<file path="config.mk">
export PLATFORM = sky130hd
export DESIGN_NAME = dmem_access_arbiter_flat
export DESIGN_NICKNAME = d
export VERILOG_FILES = /design/src/rtl/dmem_arb_pkg.sv /design/src/rtl/dmem_access_arbiter_if.sv /design/src/rtl/dmem_starve_counter.sv /design/src/rtl/dmem_access_arbiter.sv /design/src/flat_wrapper.sv
export SDC_FILE = /design/constraint.sdc
export NUM_CORES = 1
export LEC_CHECK = 0
export BUFFER_PORTS_ARGS = -buffer_cell sky130_fd_sc_hd__buf_2
export CAP_MARGIN = 20
export CORE_UTILIZATION = 30
export CTS_CLUSTER_DIAMETER = 30
export DETAILED_ROUTE_END_ITERATION = 8
export PLACE_DENSITY = 0.69
export SYNTH_ARGS = -nofsm -noshare
export SYNTH_HDL_FRONTEND = slang
export SYNTH_SLANG_ARGS = --single-unit
</file>
<file path="constraint.sdc">
create_clock -name clk_i -period 3.1 [get_ports clk_i]
set_input_delay 0.93 -clock clk_i [delete_from_list [all_inputs] [get_ports clk_i]]
set_output_delay 0.93 -clock clk_i [all_outputs]
set_load 0.01 [all_outputs]
</file>
<file path="src/rtl/dmem_arb_pkg.sv">
// Shared types and widths for the data-memory port arbiter.
package dmem_arb_pkg;

   localparam int unsigned AddrW          = 4;
   localparam int unsigned DataW          = 8;
   localparam int unsigned StarveLimitDef = 4;

   typedef enum logic [1:0] {
      StInit = 2'd0,
      StIdle = 2'd1,
      StHost = 2'd2,
      StAck  = 2'd3
   } arb_state_e;

endpackage

</file>
<file path="src/rtl/dmem_access_arbiter_if.sv">
// CPU, host and memory-side signals of the shared data-memory port.
interface dmem_access_arbiter_if;
   import dmem_arb_pkg::*;

   logic             cpu_write_enable;
   logic [AddrW-1:0] cpu_write_select;
   logic [AddrW-1:0] cpu_read_select;
   logic [DataW-1:0] cpu_write_data;
   logic             cpu_mem_active;
   logic             cpu_stall;

   logic             host_req;
   logic             host_write;
   logic [AddrW-1:0] host_addr;
   logic [DataW-1:0] host_wdata;
   logic             host_ack;
   logic [DataW-1:0] host_rdata;

   logic             dmem_write_enable;
   logic [AddrW-1:0] dmem_write_select;
   logic [AddrW-1:0] dmem_read_select;
   logic [DataW-1:0] dmem_input;
   logic [DataW-1:0] dmem_output;

   // Arbiter side.
   modport slave (
      input  cpu_write_enable, cpu_write_select, cpu_read_select, cpu_write_data, cpu_mem_active,
      input  host_req, host_write, host_addr, host_wdata, dmem_output,
      output cpu_stall, host_ack, host_rdata,
      output dmem_write_enable, dmem_write_select, dmem_read_select, dmem_input
   );

   // CPU/host/memory environment side.
   modport master (
      output cpu_write_enable, cpu_write_select, cpu_read_select, cpu_write_data, cpu_mem_active,
      output host_req, host_write, host_addr, host_wdata, dmem_output,
      input  cpu_stall, host_ack, host_rdata,
      input  dmem_write_enable, dmem_write_select, dmem_read_select, dmem_input
   );

endinterface

</file>
<file path="src/rtl/dmem_starve_counter.sv">
// Saturating wait counter for a host request stuck behind CPU memory traffic.
module dmem_starve_counter #(
   parameter int unsigned Limit = 4
) (
   input  logic clk_i,
   input  logic rst_i,
   input  logic inc_i,
   input  logic clr_i,
   output logic at_limit_o
);

   localparam logic [3:0] LimitC = 4'(Limit);

   logic [3:0] cnt_q, cnt_d;

   // Clear has priority; increment stops at the limit.
   always_comb begin
      cnt_d = cnt_q;
      if (clr_i) begin
         cnt_d = '0;
      end else if (inc_i && (cnt_q != LimitC)) begin
         cnt_d = cnt_q + 4'd1;
      end
   end

   // Count register.
   always_ff @(posedge clk_i or posedge rst_i) begin
      if (rst_i) begin
         cnt_q <= '0;
      end else begin
         cnt_q <= cnt_d;
      end
   end

   assign at_limit_o = (cnt_q == LimitC);

endmodule

</file>
<file path="src/rtl/dmem_access_arbiter.sv">
// Shares the data-memory port between the CPU (default owner) and the host port.
module dmem_access_arbiter
   import dmem_arb_pkg::*;
#(
   parameter int unsigned StarveLimit = StarveLimitDef
) (
   input  logic                  clk_i,
   input  logic                  rst_i,
   dmem_access_arbiter_if.slave  bus
);

   arb_state_e       state_q, state_d;
   logic [DataW-1:0] host_rdata_q, host_rdata_d;
   logic             in_idle;
   logic             go_host;
   logic             at_limit;
   logic             starve_inc;
   logic             starve_clr;

   assign in_idle    = (state_q == StIdle);
   // A waiting host may cut in once it has waited out the starvation limit.
   assign go_host    = bus.host_req & (~bus.cpu_mem_active | at_limit);
   assign starve_inc = in_idle & bus.host_req & bus.cpu_mem_active;
   assign starve_clr = ~bus.host_req | (in_idle & go_host);

   dmem_starve_counter #(
      .Limit (StarveLimit)
   ) u_starve_counter (
      .clk_i      (clk_i),
      .rst_i      (rst_i),
      .inc_i      (starve_inc),
      .clr_i      (starve_clr),
      .at_limit_o (at_limit)
   );

   // State and captured host read data.
   always_ff @(posedge clk_i or posedge rst_i) begin
      if (rst_i) begin
         state_q      <= StInit;
         host_rdata_q <= '0;
      end else begin
         state_q      <= state_d;
         host_rdata_q <= host_rdata_d;
      end
   end

   // Next-state and read-data capture.
   always_comb begin
      state_d      = state_q;
      host_rdata_d = host_rdata_q;
      unique case (state_q)
         StInit: state_d = StIdle;
         StIdle: if (go_host) state_d = StHost;
         StHost: begin
            state_d = StAck;
            if (!bus.host_write) host_rdata_d = bus.dmem_output;
         end
         StAck:  state_d = StIdle;
         default: state_d = StInit;
      endcase
   end

   // Port muxing: CPU passes straight through except during INIT and HOST.
   always_comb begin
      bus.cpu_stall         = 1'b0;
      bus.host_ack          = 1'b0;
      bus.dmem_write_enable = bus.cpu_write_enable;
      bus.dmem_write_select = bus.cpu_write_select;
      bus.dmem_read_select  = bus.cpu_read_select;
      bus.dmem_input        = bus.cpu_write_data;
      unique case (state_q)
         StInit: begin
            bus.cpu_stall         = 1'b1;
            bus.dmem_write_enable = 1'b0;
         end
         StHost: begin
            bus.cpu_stall         = 1'b1;
            bus.dmem_write_enable = bus.host_write;
            bus.dmem_write_select = bus.host_addr;
            bus.dmem_read_select  = bus.host_addr;
            bus.dmem_input        = bus.host_wdata;
         end
         StAck:  bus.host_ack = 1'b1;
         default: ;
      endcase
   end

   assign bus.host_rdata = host_rdata_q;

endmodule
</file>
<file path="src/flat_wrapper.sv">
// flat-port wrapper written by rule: the top's interface ports become plain ports
module dmem_access_arbiter_flat import dmem_arb_pkg::*;
#(
   parameter int unsigned StarveLimit = StarveLimitDef
)
  (clk_i, rst_i, bus_cpu_write_enable, bus_cpu_write_select, bus_cpu_read_select, bus_cpu_write_data, bus_cpu_mem_active, bus_host_req, bus_host_write, bus_host_addr, bus_host_wdata, bus_dmem_output, bus_cpu_stall, bus_host_ack, bus_host_rdata, bus_dmem_write_enable, bus_dmem_write_select, bus_dmem_read_select, bus_dmem_input);
  dmem_access_arbiter_if bus_i ();
  input  logic clk_i;
  input  logic rst_i;
  input wire logic [$bits(bus_i.cpu_write_enable)-1:0] bus_cpu_write_enable;
  input wire logic [$bits(bus_i.cpu_write_select)-1:0] bus_cpu_write_select;
  input wire logic [$bits(bus_i.cpu_read_select)-1:0] bus_cpu_read_select;
  input wire logic [$bits(bus_i.cpu_write_data)-1:0] bus_cpu_write_data;
  input wire logic [$bits(bus_i.cpu_mem_active)-1:0] bus_cpu_mem_active;
  input wire logic [$bits(bus_i.host_req)-1:0] bus_host_req;
  input wire logic [$bits(bus_i.host_write)-1:0] bus_host_write;
  input wire logic [$bits(bus_i.host_addr)-1:0] bus_host_addr;
  input wire logic [$bits(bus_i.host_wdata)-1:0] bus_host_wdata;
  input wire logic [$bits(bus_i.dmem_output)-1:0] bus_dmem_output;
  output wire logic [$bits(bus_i.cpu_stall)-1:0] bus_cpu_stall;
  output wire logic [$bits(bus_i.host_ack)-1:0] bus_host_ack;
  output wire logic [$bits(bus_i.host_rdata)-1:0] bus_host_rdata;
  output wire logic [$bits(bus_i.dmem_write_enable)-1:0] bus_dmem_write_enable;
  output wire logic [$bits(bus_i.dmem_write_select)-1:0] bus_dmem_write_select;
  output wire logic [$bits(bus_i.dmem_read_select)-1:0] bus_dmem_read_select;
  output wire logic [$bits(bus_i.dmem_input)-1:0] bus_dmem_input;
  assign bus_i.cpu_write_enable = bus_cpu_write_enable;
  assign bus_i.cpu_write_select = bus_cpu_write_select;
  assign bus_i.cpu_read_select = bus_cpu_read_select;
  assign bus_i.cpu_write_data = bus_cpu_write_data;
  assign bus_i.cpu_mem_active = bus_cpu_mem_active;
  assign bus_i.host_req = bus_host_req;
  assign bus_i.host_write = bus_host_write;
  assign bus_i.host_addr = bus_host_addr;
  assign bus_i.host_wdata = bus_host_wdata;
  assign bus_i.dmem_output = bus_dmem_output;
  assign bus_cpu_stall = bus_i.cpu_stall;
  assign bus_host_ack = bus_i.host_ack;
  assign bus_host_rdata = bus_i.host_rdata;
  assign bus_dmem_write_enable = bus_i.dmem_write_enable;
  assign bus_dmem_write_select = bus_i.dmem_write_select;
  assign bus_dmem_read_select = bus_i.dmem_read_select;
  assign bus_dmem_input = bus_i.dmem_input;
  dmem_access_arbiter #(.StarveLimit(StarveLimit)) u_core (.clk_i(clk_i), .rst_i(rst_i), .bus(bus_i));
endmodule
</file>
==> key figures, run 1 <==
Status
  • Status: finished clean

Power and ir drop
  • P_sw: 306 uW
  • Max VDD drop: 0.000245 V
  • P_leak: 0.000754 uW
  • Combinational share of power: 0.517
  • Internal Power: 562 uW
  • Part of the power in registers: 0.334
  • Sw Ratio: 0.352
  • Clock Power Share: 0.148
  • Pwr/cell area: 633 mW/mm^2

Finish
  • Area Growth Syn to Fin: 40.6%
  • Diode count: 0
  • Share of cells above drive strength 1: 0.583
  • Nets: 212

Global routing
  • Met1 usage: 0.145
  • Vias in the first global route: 816
  • First-pass GRT wire length: 3.33 mm
  • Largest net degree at the start of global routing: 24
  • Antenna violations before repair: 0
  • Total GRT Usage: 0.125
  • Met3 Use GR: 0.0306
  • GRT Max-Usage Layer: met2
  • Met2 Use GR: 0.224
  • Grt ovf: 0

Clocking
  • CTS sink count: 14
  • CTS Root Cell: clkbuf_4
  • Resized Gates After CTS: 0
  • CTS tree: yes
  • Clock latency on the worst-skew pair: 0.27 ns
  • Num CTS Buffers: 3
  • Post-CTS Hold Buffers: 0
  • Setup bufs post-CTS: 0
  • H-Tree Depth: 1
  • Reg clk slew, reported paths: 0.09 ns
  • Clock Tree Buf Depth: 2

STA
  • Crit share post-route: 0.935
  • Worst Clk Skew: 0.00285 ns
  • Slew @ Worst Pin: 0.706 ns
  • Final setup vio count: 0
  • Fmax: 345 MHz
  • Final Hold Vio Count: 0
  • Slew headroom: 0.530
  • Final min period: 2.90 ns
  • Hold_ws: 0.513 ns
  • Slew Viols, Final: 0
  • Setup tns final: 0 ns
  • Unrepaired setup endpoints after global routing: no

Die
  • Total I/O pin count: 69
  • Die area: 0.00349 sq mm
  • DIE WIDTH: 59.0 microns
  • Die span in y: 59.0 microns
  • Cell Rows: 20
  • Initial core utilization: 0.317
  • Core area: 0.00308 sq mm

Critical path
  • Setup crit start kind: register
  • Reg2reg path depth: 4
  • CP arrival: 1.97 ns
  • Number of stages on the worst setup path: 4
  • Worst path bufs/invs: 2
  • Crit path largest cell delay: 0.62 ns
  • Data required time of the worst path: 2.17 ns
  • Worst path slowest cell: ha_1
  • CP endpoint kind: output port
  • Crit Path Max Fanout: 23
  • CP Cell Sequence: inv_1 > ha_1 > mux2_2 > buf_2
  • CP top delay family: adder cells
  • Worst Setup Path Type: reg2out

Route
  • Vias post-DR: 923
  • Drt pass-1 iters: 4
  • Drt drc: 0
  • Post-route ant nets: 0
  • WL per Instance: 10.7 microns
  • Initial DRC count: 41
  • Final wirelength: 2.22 mm
  • Via density: 4.46

Synthesis
  • Flops & latches, synth: 14
  • Mapped Avg Cell Area: 10.2 sq um
  • Syn Inst Count: 96
  • Mapped Area: 976 sq um
  • Post-synth EDFFs: 0
  • Commonest cells in the netlist: 14 x dfrtp_1, 14 x inv_1
  • Synth area leaders: dfrtp_1 36%, mux2_4 14%, mux2_2 10%, ha_1 7.7%, inv_1 5.4%
  • Largest area contributor in the netlist: dfrtp_1
  • Share of the synthesized area in the top cell type: 0.359
  • Post-synth top flop: dfrtp_1
  • Post-synthesis async set-or-reset flop share: 1.00
  • Synth unique cells: 28
  • Syn nets: 144
  • Synth warn: 0
  • Register area share after synthesis: 0.359

Worst hold path
  • Hold Crit Class: reg2reg
  • Hold Path Stages: 1

Placed design
  • Placer Congestion: 0.699
  • Port-buffer cells: 68
  • DP HPWL: 1.79 mm

Job
  • Max Cap Viol: 0
[kinds of logic (layout without fill, tap and decap cells)]
kind of cell    after synthesis  count (layout)  synth area share
mux                          18              18             0.242
fa+ha+maj                     6               6            0.0769
compound gates               15              15            0.0987
buf+inv                      20              87            0.0936
flops                        14              14             0.359
simple gates                 23              23             0.129
[worst register-to-register path, cell delays in order (launching register included)]
cell     delay (ns)
dfrtp_1        0.42
inv_1          0.11
ha_1           0.62
nor2b_2        0.62
mux2_4         0.35
[flip-flops by register name, indices dropped and copies added, names as in the netlist]
signal	flops
u_core.u_starve_counter.cnt_q	4
u_core.state_q	2
u_core.bus.host_rdata	8
[metal layers]
layer  up-vias  share of wire
met5         -              0
met4         0              0
met3         0           0.12
met2        56           0.46
met1       408           0.42
li1        459              -
[final cells by class]
type	count	area [sq um]
fill	314	1710
tap	44	55.1
multi-input combinational	62	534
sequential	14	350
clock buffer	4	36.3
timing repair buffer	68	340
inverter	15	56.3
[power groups by stage]
stage / logic (uW) / clock network, uW / registers, uW
6_report: 449 / 129 / 290
5_1_grt: 496 / 142 / 298
3_5_place_dp: 453 / 0 / 294
2_1_floorplan: 283 / 0 / 314
4_1_cts: 455 / 135 / 292
3_3_place_gp: 451 / 0 / 292
[cell usage in the layout, fill, tap and decap left out, drive strengths merged, types with 3 or more instances in the layout]
master,instances
ha,6
buf,68
dfrtp,14
mux2,18
o221ai,3
nand3,4
inv,15
nand2,9
clkbuf,4
o21ai,9
[final timing paths]
| path | startpoint | end | slack (ns) |
|---|---|---|---|
| worst max register to register | u_core.state_q[0] | u_core.bus.host_rdata[3] | 0.87 |
| min in group asynchronous | rst_i | u_core.bus.host_rdata[2] | 0.69 |
| worst min-delay path | u_core.bus.host_rdata[1] | u_core.bus.host_rdata[1] | 0.51 |
| worst max-delay path | u_core.state_q[0] | bus_dmem_input[7] | 0.20 |
| max in group asynchronous | rst_i | u_core.state_q[1] | 2.06 |
| worst min register to register | u_core.bus.host_rdata[1] | u_core.bus.host_rdata[1] | 0.51 |
[stage by stage]
| step | util | total power, uW | instance area (sq um) | std cells | worst slack, ns |
|---|---|---|---|---|---|
| 3_5_place_dp | 0.434 | 748 | 1340 | 203 | 0.494 |
| 2_1_floorplan | - | 597 | 976 | 96 | 0.871 |
| 3_3_place_gp | 0.434 | 743 | 1340 | 203 | 0.515 |
| 6_report | 0.446 | 868 | 1370 | 207 | 0.202 |
| 4_1_cts | 0.446 | 882 | 1370 | 207 | 0.178 |
| 5_1_grt | 0.446 | 935 | 1370 | 207 | 0.0583 |
Note: power is estimated with default switching activity, not from simulation.
==> inputs of run 2 (changes only) <==
- BUFFER_PORTS_ARGS: -buffer_cell sky130_fd_sc_hd__buf_2 -> unset
- DONT_BUFFER_PORTS: unset -> 1
- PLACE_DENSITY: 0.69 -> 0.51
==> run 2 against run 1 <==
  * Register-to-register slack worse by 0.02 ns
  * Die area unchanged
  * Global-route usage shrank 1.2 points
  * Sequential share of layout area up 8.4 points
  * Highest routed layer is now met4
  * Fmax fell by 0.80%
  * Worst hold slack gained 0.048 ns
  * Wire length decreased by 13%
  * Worst setup slack worse by 0.023 ns
  * Via count fell by 26%
  * First-iteration DRC count shrank 56%
  * Total power decreased by 12%
==> key figures, run 2 (synthesized netlist as in run 1, its figures left out) <==
Clocking
  • Post-CTS Hold Buffers: 0 (unchanged)
  • Clock Tree Buf Depth: 2 (unchanged)
  • Reg clk slew, reported paths: 0.09 ns (about the same)
  • Setup bufs post-CTS: 0 (unchanged)
  • CTS tree: yes
  • H-Tree Depth: 1 (unchanged)
  • CTS sink count: 14 (unchanged)
  • Clock latency on the worst-skew pair: 0.28 ns (about the same)
  • Resized Gates After CTS: 0 (unchanged)
  • Num CTS Buffers: 3 (unchanged)
  • CTS Root Cell: clkbuf_4

Route
  • Drt drc: 0 (unchanged)
  • WL per Instance: 13.9 microns (+30%)
  • Via density: 4.89 (+9.7%)
  • Post-route ant nets: 0 (unchanged)
  • Initial DRC count: 18 (-56%)
  • Vias post-DR: 680 (-26%)
  • Drt pass-1 iters: 3 (-1)
  • Final wirelength: 1.93 mm (-13%)

Critical path
  • Data required time of the worst path: 2.17 ns (about the same)
  • CP arrival: 1.99 ns (+0.02 ns)
  • Setup crit start kind: register
  • Crit Path Max Fanout: 23 (unchanged)
  • CP endpoint kind: output port
  • Worst Setup Path Type: reg2out

Die
  • Die span in y: 59.0 microns (unchanged)
  • Die area: 0.00349 sq mm (unchanged)
  • Cell Rows: 20 (unchanged)
  • Total I/O pin count: 69 (unchanged)
  • Initial core utilization: 0.317 (unchanged)
  • Core area: 0.00308 sq mm (unchanged)
  • DIE WIDTH: 59.0 microns (unchanged)

STA
  • Worst Clk Skew: 0.00370 ns (+0.000849 ns)
  • Slew @ Worst Pin: 0.678 ns (-0.0271 ns)
  • Unrepaired setup endpoints after global routing: no
  • Setup tns final: 0 ns (unchanged)
  • Final setup vio count: 0 (unchanged)
  • Crit share post-route: 0.942 (+0.00751)
  • Fmax: 342 MHz (-0.80%)
  • Slew Viols, Final: 0 (unchanged)
  • Final Hold Vio Count: 0 (unchanged)
  • Final min period: 2.92 ns (+0.0233 ns)
  • Slew headroom: 0.548 (+0.0181)

Global routing
  • Vias in the first global route: 630 (-23%)
  • Largest net degree at the start of global routing: 24 (unchanged)
  • Met2 Use GR: 0.185 (-0.0390)
  • Met3 Use GR: 0.0415 (+0.0109)
  • First-pass GRT wire length: 2.84 mm (-15%)
  • GRT Max-Usage Layer: met2
  • Total GRT Usage: 0.113 (-0.0120)
  • Grt ovf: 0 (unchanged)
  • Met1 usage: 0.136 (-0.00939)
  • Antenna violations before repair: 0 (unchanged)

Status
  • Status: finished clean

Finish
  • Commonest non-fill, non-tap cells in the layout: 14 x inv_1, 14 x dfrtp_1
  • Diode count: 0 (unchanged)
  • Fin area: 0.00103 sq mm (-25%)
  • Nets: 144 (-32%)
  • Max reg flops: 8 (unchanged)
  • Area Growth Syn to Fin: 5.77%
  • Share of cells above drive strength 1: 0.284 (-0.299)

Placed design
  • DP HPWL: 1.54 mm (-14%)
  • Placer Congestion: 0.791 (+13%)
  • Port-buffer cells: 0 (-100%)
  • Post-DP Area: 996 sq um (-25%)

Power and ir drop
  • P_leak: 0.000482 uW (-36%)
  • Max VDD drop: 0.000193 V (-21%)
  • Pwr/cell area: 741 mW/mm^2 (+17%)

Worst hold path
  • Hold Crit Class: in2async

Job
  • Max Cap Viol: 0 (unchanged)
run 2: cell types whose count changed in the layout (fill, tap and decap cells not counted), sizes merged:
| cell | delta |
|---|---|
| buf | -68 |
run 2: final cells by class:
class	instances	area (sq um)
clock buffers	4	36.3
flip-flops and latches	14	350
inverters	15	56.3
fillers	330	2050
multi-input cells	62	534
well taps	44	55.1
run 2: path summary, 6_finish.rpt:
kind                                                     to  cells past startpoint  slack (ns)                     start
setup / recovery                      bus_dmem_write_enable                      4        0.18         u_core.state_q[0]
hold / removal             u_core.u_starve_counter.cnt_q[1]                      1        0.56                     rst_i
setup reg to reg                   u_core.bus.host_rdata[3]                      4        0.85         u_core.state_q[0]
hold reg to reg                    u_core.bus.host_rdata[5]                      1        0.59  u_core.bus.host_rdata[5]
max in group asynchronous          u_core.bus.host_rdata[5]                      1        2.19                     rst_i
min in group clk_i                 u_core.bus.host_rdata[5]                      1        0.59  u_core.bus.host_rdata[5]
run 2: power by group:
part	internal (uW)	leakage (uW)	total, uW	switching [uW]
clock network	71.4	0.0000210	134	62.3
logic	159	0.000287	307	148
registers	249	0.000174	324	75.2
total	480	0.000482	765	285
run 2: critical path, cell delays in order, from the launching register on:
cell and delay [ns]:
dfrtp_1 0.40, inv_1 0.10, ha_1 0.44, or2_2 0.43, o21ai_0 0.33
run 2: metrics by stage:
step                      hold WS (ns)  utilization  setup slack (ns)  std cells  power (uW)
after global placement           0.555        0.324             0.566        135         626
final                            0.561        0.335             0.179        139         765
after global routing             0.592        0.335            0.0326        139         824
after CTS                        0.582        0.335             0.145        139         776
after floorplan                  0.535            -             0.871         96         597
after detailed placement         0.565        0.324             0.470        135         637
run 2: per-layer routing:
layer / vias to the layer above / part of all wire
met4: 0 / 0.0052
met2: 34 / 0.48
li1: 322 / -
met1: 322 / 0.45
met5: - / 0
met3: 2 / 0.060
